--- src/rtl/irq_sequencer.sv ---
// irq_sequencer: interrupt/exception sequencer for the 5-stage pipeline.
// Edge-detects sources, holds pending/mask, traps on a clean ID slot.
module irq_sequencer #(
    parameter int NUM_SRC  = 4,
    parameter int ID_WIDTH = 2,
    parameter int PC_WIDTH = 32
) (
    input  logic                clk,
    input  logic                reset,
    input  logic [NUM_SRC-1:0]  irq_src,
    input  logic                mask_we,
    input  logic [NUM_SRC-1:0]  mask_wdata,
    input  logic                ack_we,
    input  logic [NUM_SRC-1:0]  ack_wdata,
    input  logic                id_valid,
    input  logic [PC_WIDTH-1:0] id_pc,
    input  logic                stall,
    input  logic                br_flush,
    input  logic                ins_not_in,
    input  logic                eret,
    output logic                IRQ,
    output logic                Kenel,
    output logic                flush,
    output logic [PC_WIDTH-1:0] epc,
    output logic                cause,
    output logic [ID_WIDTH-1:0] src_id,
    output logic [NUM_SRC-1:0]  pending,
    output logic [NUM_SRC-1:0]  mask
);

    typedef enum logic [1:0] {
        USER   = 2'd0,
        REQ    = 2'd1,
        TAKEN  = 2'd2,
        KERNEL = 2'd3
    } state_t;

    state_t              r_state;
    state_t              w_next;
    logic [NUM_SRC-1:0]  r_irq_prev;
    logic [NUM_SRC-1:0]  r_pending;
    logic [NUM_SRC-1:0]  r_mask;
    logic [PC_WIDTH-1:0] r_epc;
    logic                r_cause;
    logic [ID_WIDTH-1:0] r_src_id;
    logic [NUM_SRC-1:0]  w_rise;
    logic [NUM_SRC-1:0]  w_clr;
    logic [NUM_SRC-1:0]  w_active;
    logic                w_armed;
    logic                w_slot;
    logic                w_trap_exc;
    logic                w_trap_irq;
    logic [ID_WIDTH-1:0] w_sel;

    assign w_rise   = irq_src & ~r_irq_prev;
    assign w_clr    = ack_we ? ack_wdata : '0;
    assign w_active = r_pending & r_mask;
    assign w_armed  = |w_active;
    assign w_slot   = id_valid & ~stall & ~br_flush;

    assign pending = r_pending;
    assign mask    = r_mask;
    assign epc     = r_epc;
    assign cause   = r_cause;
    assign src_id  = r_src_id;

    // Lowest-index active source wins.
    always_comb begin
        w_sel = '0;
        for (int i = NUM_SRC - 1; i >= 0; i--) begin
            if (w_active[i]) begin
                w_sel = i[ID_WIDTH-1:0];
            end
        end
    end

    // Edge history, pending (set beats clear) and mask registers.
    always_ff @(posedge clk or posedge reset) begin
        if (reset) begin
            r_irq_prev <= '0;
            r_pending  <= '0;
            r_mask     <= '0;
        end else begin
            r_irq_prev <= irq_src;
            r_pending  <= (r_pending & ~w_clr) | w_rise;
            if (mask_we) begin
                r_mask <= mask_wdata;
            end
        end
    end

    // Trap record: updated only when a trap is accepted.
    always_ff @(posedge clk or posedge reset) begin
        if (reset) begin
            r_epc    <= '0;
            r_cause  <= 1'b0;
            r_src_id <= '0;
        end else if (w_trap_exc) begin
            r_epc   <= id_pc;
            r_cause <= 1'b1;
        end else if (w_trap_irq) begin
            r_epc    <= id_pc;
            r_cause  <= 1'b0;
            r_src_id <= w_sel;
        end
    end

    // FSM state register.
    always_ff @(posedge clk or posedge reset) begin
        if (reset) begin
            r_state <= USER;
        end else begin
            r_state <= w_next;
        end
    end

    // Next state, controller outputs and trap-accept strobes.
    always_comb begin
        w_next     = r_state;
        IRQ        = 1'b0;
        Kenel      = 1'b0;
        flush      = 1'b0;
        w_trap_exc = 1'b0;
        w_trap_irq = 1'b0;
        unique case (r_state)
            USER: begin
                if (w_slot && ins_not_in) begin
                    w_trap_exc = 1'b1;
                    w_next     = TAKEN;
                end else if (w_armed) begin
                    w_next = REQ;
                end
            end
            REQ: begin
                if (w_slot && ins_not_in) begin
                    w_trap_exc = 1'b1;
                    w_next     = TAKEN;
                end else if (!w_armed) begin
                    w_next = USER;
                end else if (w_slot) begin
                    IRQ        = 1'b1;
                    w_trap_irq = 1'b1;
                    w_next     = TAKEN;
                end
            end
            TAKEN: begin
                flush  = 1'b1;
                Kenel  = 1'b1;
                w_next = KERNEL;
            end
            KERNEL: begin
                Kenel = 1'b1;
                if (eret && w_slot) begin
                    w_next = USER;
                end
            end
        endcase
    end

endmodule

--- config.mk ---
export PLATFORM = sky130hd
export DESIGN_NAME = irq_sequencer
export DESIGN_NICKNAME = d
export VERILOG_FILES = /design/src/rtl/irq_sequencer.sv
export SDC_FILE = /design/constraint.sdc
export NUM_CORES = 1
export LEC_CHECK = 0
export BUFFER_PORTS_ARGS = -buffer_cell sky130_fd_sc_hd__buf_2
export CAP_MARGIN = 20
export CORE_MARGIN = 2
export CORE_UTILIZATION = 49
export DETAILED_ROUTE_END_ITERATION = 8
export HOLD_SLACK_MARGIN = 0.15
export PLACE_DENSITY = 0.84
export SLEW_MARGIN = 5
export SYNTH_ARGS = -nofsm -noshare
export SYNTH_HDL_FRONTEND = slang
export SYNTH_SLANG_ARGS = --single-unit
--- constraint.sdc ---
create_clock -name clk -period 3.4 [get_ports clk]
set_input_delay 0.17 -clock clk [delete_from_list [all_inputs] [get_ports clk]]
set_output_delay 0.17 -clock clk [all_outputs]
set_load 0.005 [all_outputs]
==> flow_summary.ini, run 1 <==
[drt]
antenna_left = 0
via_per_inst = 4.66
dr.pass1.iters = 4
num_vias = 1537
drc = 0
drt_iter0_drc = 54
wl_um = 4660
wl_per_cell_um = 14.1

[global_routing]
grt_antenna_before_repair = 0
grt_max_degree = 50
overflow = 0
grt_pass1_wl_um = 7280
grt_pass1_vias = 1572
grtUsageTotal = 0.217

[hold_path]
min_path_cells = 4
holdPathEnd = pending[1]
hold_path.class = primary input to register
hp-start = ack_wdata[1]

[cells_and_area]
post-route-util = 0.777
design_area_um2 = 3080
nets = 332
drive_gt1_frac = 0.529
multi_input_area_um2 = 731
area_growth_pct = 52.9
final_cells = 330
n_antenna_cell = 0
fillers = 235
regArea_um2 = 1230

[floorplan]
rows = 23
die_width_um = 68.2
core_area_um2 = 3970
die_h_um = 68.2
dieArea_um2 = 4650
initial_core_util = 0.508
ios = 99

[worst_setup_path]
rr_startpoint = pending[3]
worstPathRequired_ps = 3590
critPathArrivalTime_ps = 2160
cp-start-kind = register
rr_worst_depth = 5
end_kind = register
reg2reg_slack_ps = 1430
critPathKind = register to register
path_max_fanout = 33
reg2reg_to = epc[14]

[sta]
rsz0062_at_grt = no
setup_violations = 0
slew_headroom = 0.631
fmax_mhz = 508
finalHoldViolations = 0
timing.hold.ws_ps = 161
fin_skew_ps = 7.32
fin_tns_setup_ps = 0
post-route-min-period_ps = 1970
period_share = 0.579
tightest_slew_ps = 553
drv_slew = 0
setup_ws_ps = 1430

[logic_synthesis]
yosys-top-cells-count = dfrtp_1, mux2_4, nand2_1
synth-seq-area-share = 0.608
syn_inst = 133
ys.flop_type = dfrtp_1
synth_area_um2 = 2020
synthMostInstantiatedCell = dfrtp_1
yosys.area.top_type_share = 0.608
synth_edf_count = 0
yosys_register_bits = 49
synth_area_leaders = dfrtp_1, mux2_4, mux2_2, nand2_1, buf_6
async_flop_share = 1.00
synth_largest_area_cell = dfrtp_1
syn-mean-instance-area_um2 = 15.2
yosysWarnings = 0
synthDistinctLibCells = 20
syn_nets = 186

[clock_network]
numCtsBuffers = 5
clk_pin_slew_ps = 90
htree_levels = 2
cts_tree = built
cts_root_buf = clkbuf_8
cts_setup_buffers = 0
cts_sinks = 49
clk_latency_ps = 300
clockBufferDepth = 2

[status]
status = finished clean

[placement]
placedCellCount = 278
port_buffers = 98
dpl.hpwl_um = 3070
place_ws_ps = 1430
routabilityCongestion = 0.803
placed_area_um2 = 2550

[power]
peakVddDrop_mv = 0.478
power_mw = 2.03
p_per_area_nw_per_um2 = 658
cellLeakagePower_nw = 1.66

[run]
drv_cap = 0
[layout by cell type, fill, tap and decap left out, types with 2 or more instances in the layout]
cell type	count
nand2_1	13
inv_1	7
dfrtp_1	49
buf_2	98
mux2_4	29
clkbuf_8	5
a22oi_1	2
dlygate4sd3_1	43
mux2_2	8
a21oi_1	4
o21ai_0	6
[final cells by class]
type	count	share of cell area
clock buffers	6	0.0235
clock inverters	2	0.00446
multi-input cells	72	0.237
inverters	8	0.00974
flip-flops and latches	49	0.398
well taps	50	0.0203
repair buffers	143	0.308
[metal layers]
metal / global-route usage / part of all wire
met1: 0.257 / 0.39
met2: 0.374 / 0.53
met3: 0.0543 / 0.057
met4: 0.0900 / 0.021
met5: 0 / 0
[flip-flops by register name, summed over array words and instances, names as in the netlist]
| name | cells |
|---|---|
| epc | 32 |
| mask | 4 |
| src_id | 2 |
| r_irq_prev | 4 |
| pending | 4 |
| cause | 1 |
| r_state | 2 |
[power breakdown]
part           internal (mW)  switching [mW]
Combinational          0.494           0.256
Sequential             0.813           0.136
Clock                  0.147           0.186
Total                   1.45           0.577
[worst max-delay path, cell delays in order, from the launching register on]
cell	delay, ps
dfrtp_1	420
a22oi_1	240
nand2_1	170
a21oi_4	140
buf_4	470
mux2_2	400
[how the worst max path moves through the flow]
| stage | to | start |
|---|---|---|
| floorplan | epc[0] | pending[3] |
| detailed placement | epc[14] | pending[3] |
| CTS | epc[14] | pending[3] |
| global route | epc[16] | mask[0] |
| finish | epc[14] | pending[3] |
| global placement | epc[14] | pending[3] |
[repair_timing]
action	4_1_cts	5_1_grt
resized for setup	0	0
hold buffers	43	0
endpoints found under the hold margin	93	0
[kinds of logic (layout without fill, tap and decap cells)]
family	Yosys count	in the layout	synth area share
flip-flops	49	49	0.608
multiplexers	37	37	0.261
AND/OR/NAND/NOR	19	19	0.0496
AO/OA/AOI/OAI	16	16	0.0484
buffers and inverters	12	159	0.0335
Power figures use the tool's default switching activity.
==> run 2: changes to the inputs <==
CORE_UTILIZATION = 41   (was 49)
PLACE_DENSITY = 0.74   (was 0.84)
clock period = 1.6 ns   (was 3.4 ns; I/O delays follow)
==> run 2 against run 1 <==
Net effect:
- the flow now finishes with violations (negative setup slack)
- sequential power up 110%
- largest cell class is now non-clock buffers
- cell area grew 12%
- register-to-register slack got worse by 1500 ps
- combinational power is 140% higher
- worst setup slack worse by 1500 ps
==> flow_summary.ini, run 2 (same netlist as run 1, synthesis figures left out) <==
[status]
status = complete, but fails checks
failed_checks = negative setup slack

[cells_and_area]
drive_gt1_frac = 0.553
nets = 362
n_antenna_cell = 0
multi_input_area_um2 = 762
area_growth_pct = 71.5
regArea_um2 = 1230
largest_register_ffs = 32
mostFrequentLayoutCells = buf_2, dlygate4sd3_1, dfrtp_1
fillers = 289
layout_commonest_cell = buf_2

[worst_setup_path]
critPathArrivalTime_ps = 1800
cp-start-kind = register
cp_top_family = flip-flops
worstPathRequired_ps = 1770
critPathBufInv = 2
end_kind = register
path_max_fanout = 10
critPathKind = register to register
reg2reg_slack_ps = -30
slowest_delay_ps = 410
slowest_stage = dfrtp_1
path_cells = a22oi_2 > nand2_2 > a21oi_4 > buf_6 > buf_12 > mux2_4

[sta]
fin_tns_setup_ps = -422
finalHoldViolations = 0
slew_headroom = 0.684
setup_ws_ps = -29.2
tightest_slew_ps = 473
drv_slew = 0
post-route-min-period_ps = 1630
fmax_mhz = 614
period_share = 1.02
rsz0062_at_grt = yes
fin_skew_ps = 7.46
setup_violations = 31

[floorplan]
die_width_um = 74.1
initial_core_util = 0.427
die_h_um = 74.1
dieArea_um2 = 5500
rows = 25
core_area_um2 = 4720
ios = 99

[power]
seqPwrFrac = 0.446
p_sw_mw = 1.29
cellLeakagePower_nw = 1.84
peakVddDrop_mv = 0.702
p_int_mw = 3.28
p_sw_frac = 0.281
combPwrFrac = 0.399
power.share.clock = 0.155
p_per_area_nw_per_um2 = 1320

[global_routing]
grtUsageTotal = 0.206
grt_max_degree = 29
grt_pass1_vias = 1839
grt_pass1_wl_um = 8500
grt_antenna_before_repair = 0
overflow = 0

[clock_network]
clockBufferDepth = 2
numCtsBuffers = 5
cts_root_buf = clkbuf_8
cts_sinks = 49
cts_tree = built
clk_pin_slew_ps = 80
htree_levels = 2
clk_latency_ps = 280

[drt]
num_vias = 1730
wl_per_cell_um = 15.0
via_per_inst = 4.60
drt_iter0_drc = 53
antenna_left = 0
drc = 0
dr.pass1.iters = 4
wl_um = 5660

[run]
drv_cap = 0

[hold_path]
hold_path.class = primary input to register

[placement]
routabilityCongestion = 0.743
port_buffers = 98
dpl.hpwl_um = 3320
place_ws_ps = -58.5
## run 2: cell count changes in the layout (fill, tap and decap cells not counted), moves of 2 or more
| cell | delta |
|---|---|
| a22oi_1 | -2 |
| a22oi_2 | +2 |
| buf_12 | +2 |
| buf_4 | +13 |
| buf_6 | +2 |
| dlygate4sd3_1 | +11 |
| mux2_2 | -3 |
| mux2_4 | +3 |
| nand2_1 | -2 |
| nand2_2 | +2 |
## run 2: cell type report
type,instances,area share
well taps,67,0.0242
inverters,8,0.00868
multi-input cells,72,0.220
clock buffers,7,0.0250
repair buffers,173,0.367
flip-flops and latches,49,0.354
## run 2: what timing repair did
| item | in CTS | in global routing |
|---|---|---|
| gates resized for setup | 6 | 5 |
| endpoints found under the setup margin | 33 | 33 |
| hold endpoints to repair | 66 | 0 |
| pin swaps | 2 | 3 |
| hold buffers | 54 | 0 |
| setup buffers | 4 | 1 |
| gates cloned | 1 | 1 |
## run 2: final timing paths
kind                               startpoint         end  cells past startpoint
worst max-delay path                  mask[3]     epc[11]                      6
min in group asynchronous               reset     epc[21]                      3
worst min register to register  r_irq_prev[2]  pending[2]                      1
max in group asynchronous               reset      epc[3]                      4
worst max register to register        mask[3]     epc[11]                      6
worst min-delay path                     eret  r_state[1]                      4
## run 2: metrics by stage
stage          hold WS [ps]  utilization  std cells  power [mW]  cell area, um2
2_1_floorplan           111            -        133        2.87            2020
3_3_place_gp            119        0.572        308        3.58            2700
3_5_place_dp            125        0.572        308        3.64            2700
4_1_cts                 158        0.722        374        4.52            3410
5_1_grt                 211        0.732        376        4.84            3460
6_report                170        0.732        376        4.57            3460
## run 2: metal layers
metal	track usage	up-vias	part of all wire
met5	0	-	0
li1	-	805	-
met4	0.0768	0	0.016
met1	0.248	856	0.41
met2	0.374	61	0.52
met3	0.0285	8	0.047
## run 2: power by group through the flow
stage               combinational [mW]  clock, mW  sequential, mW
finish                            1.82      0.710            2.04
CTS                               1.77      0.731            2.02
global route                      1.97      0.774            2.10
floorplan                        0.809          0            2.06
global placement                  1.56          0            2.02
detailed placement                1.60          0            2.03
## run 2: worst reg2reg max path, delay by kind of cell, from the launching register on
kind | cells | cell delay [ps]
flip-flops | 1 | 410
multiplexers | 1 | 310
AND/OR/NAND/NOR | 1 | 110
buffers and inverters | 2 | 280
AO/OA/AOI/OAI | 2 | 400
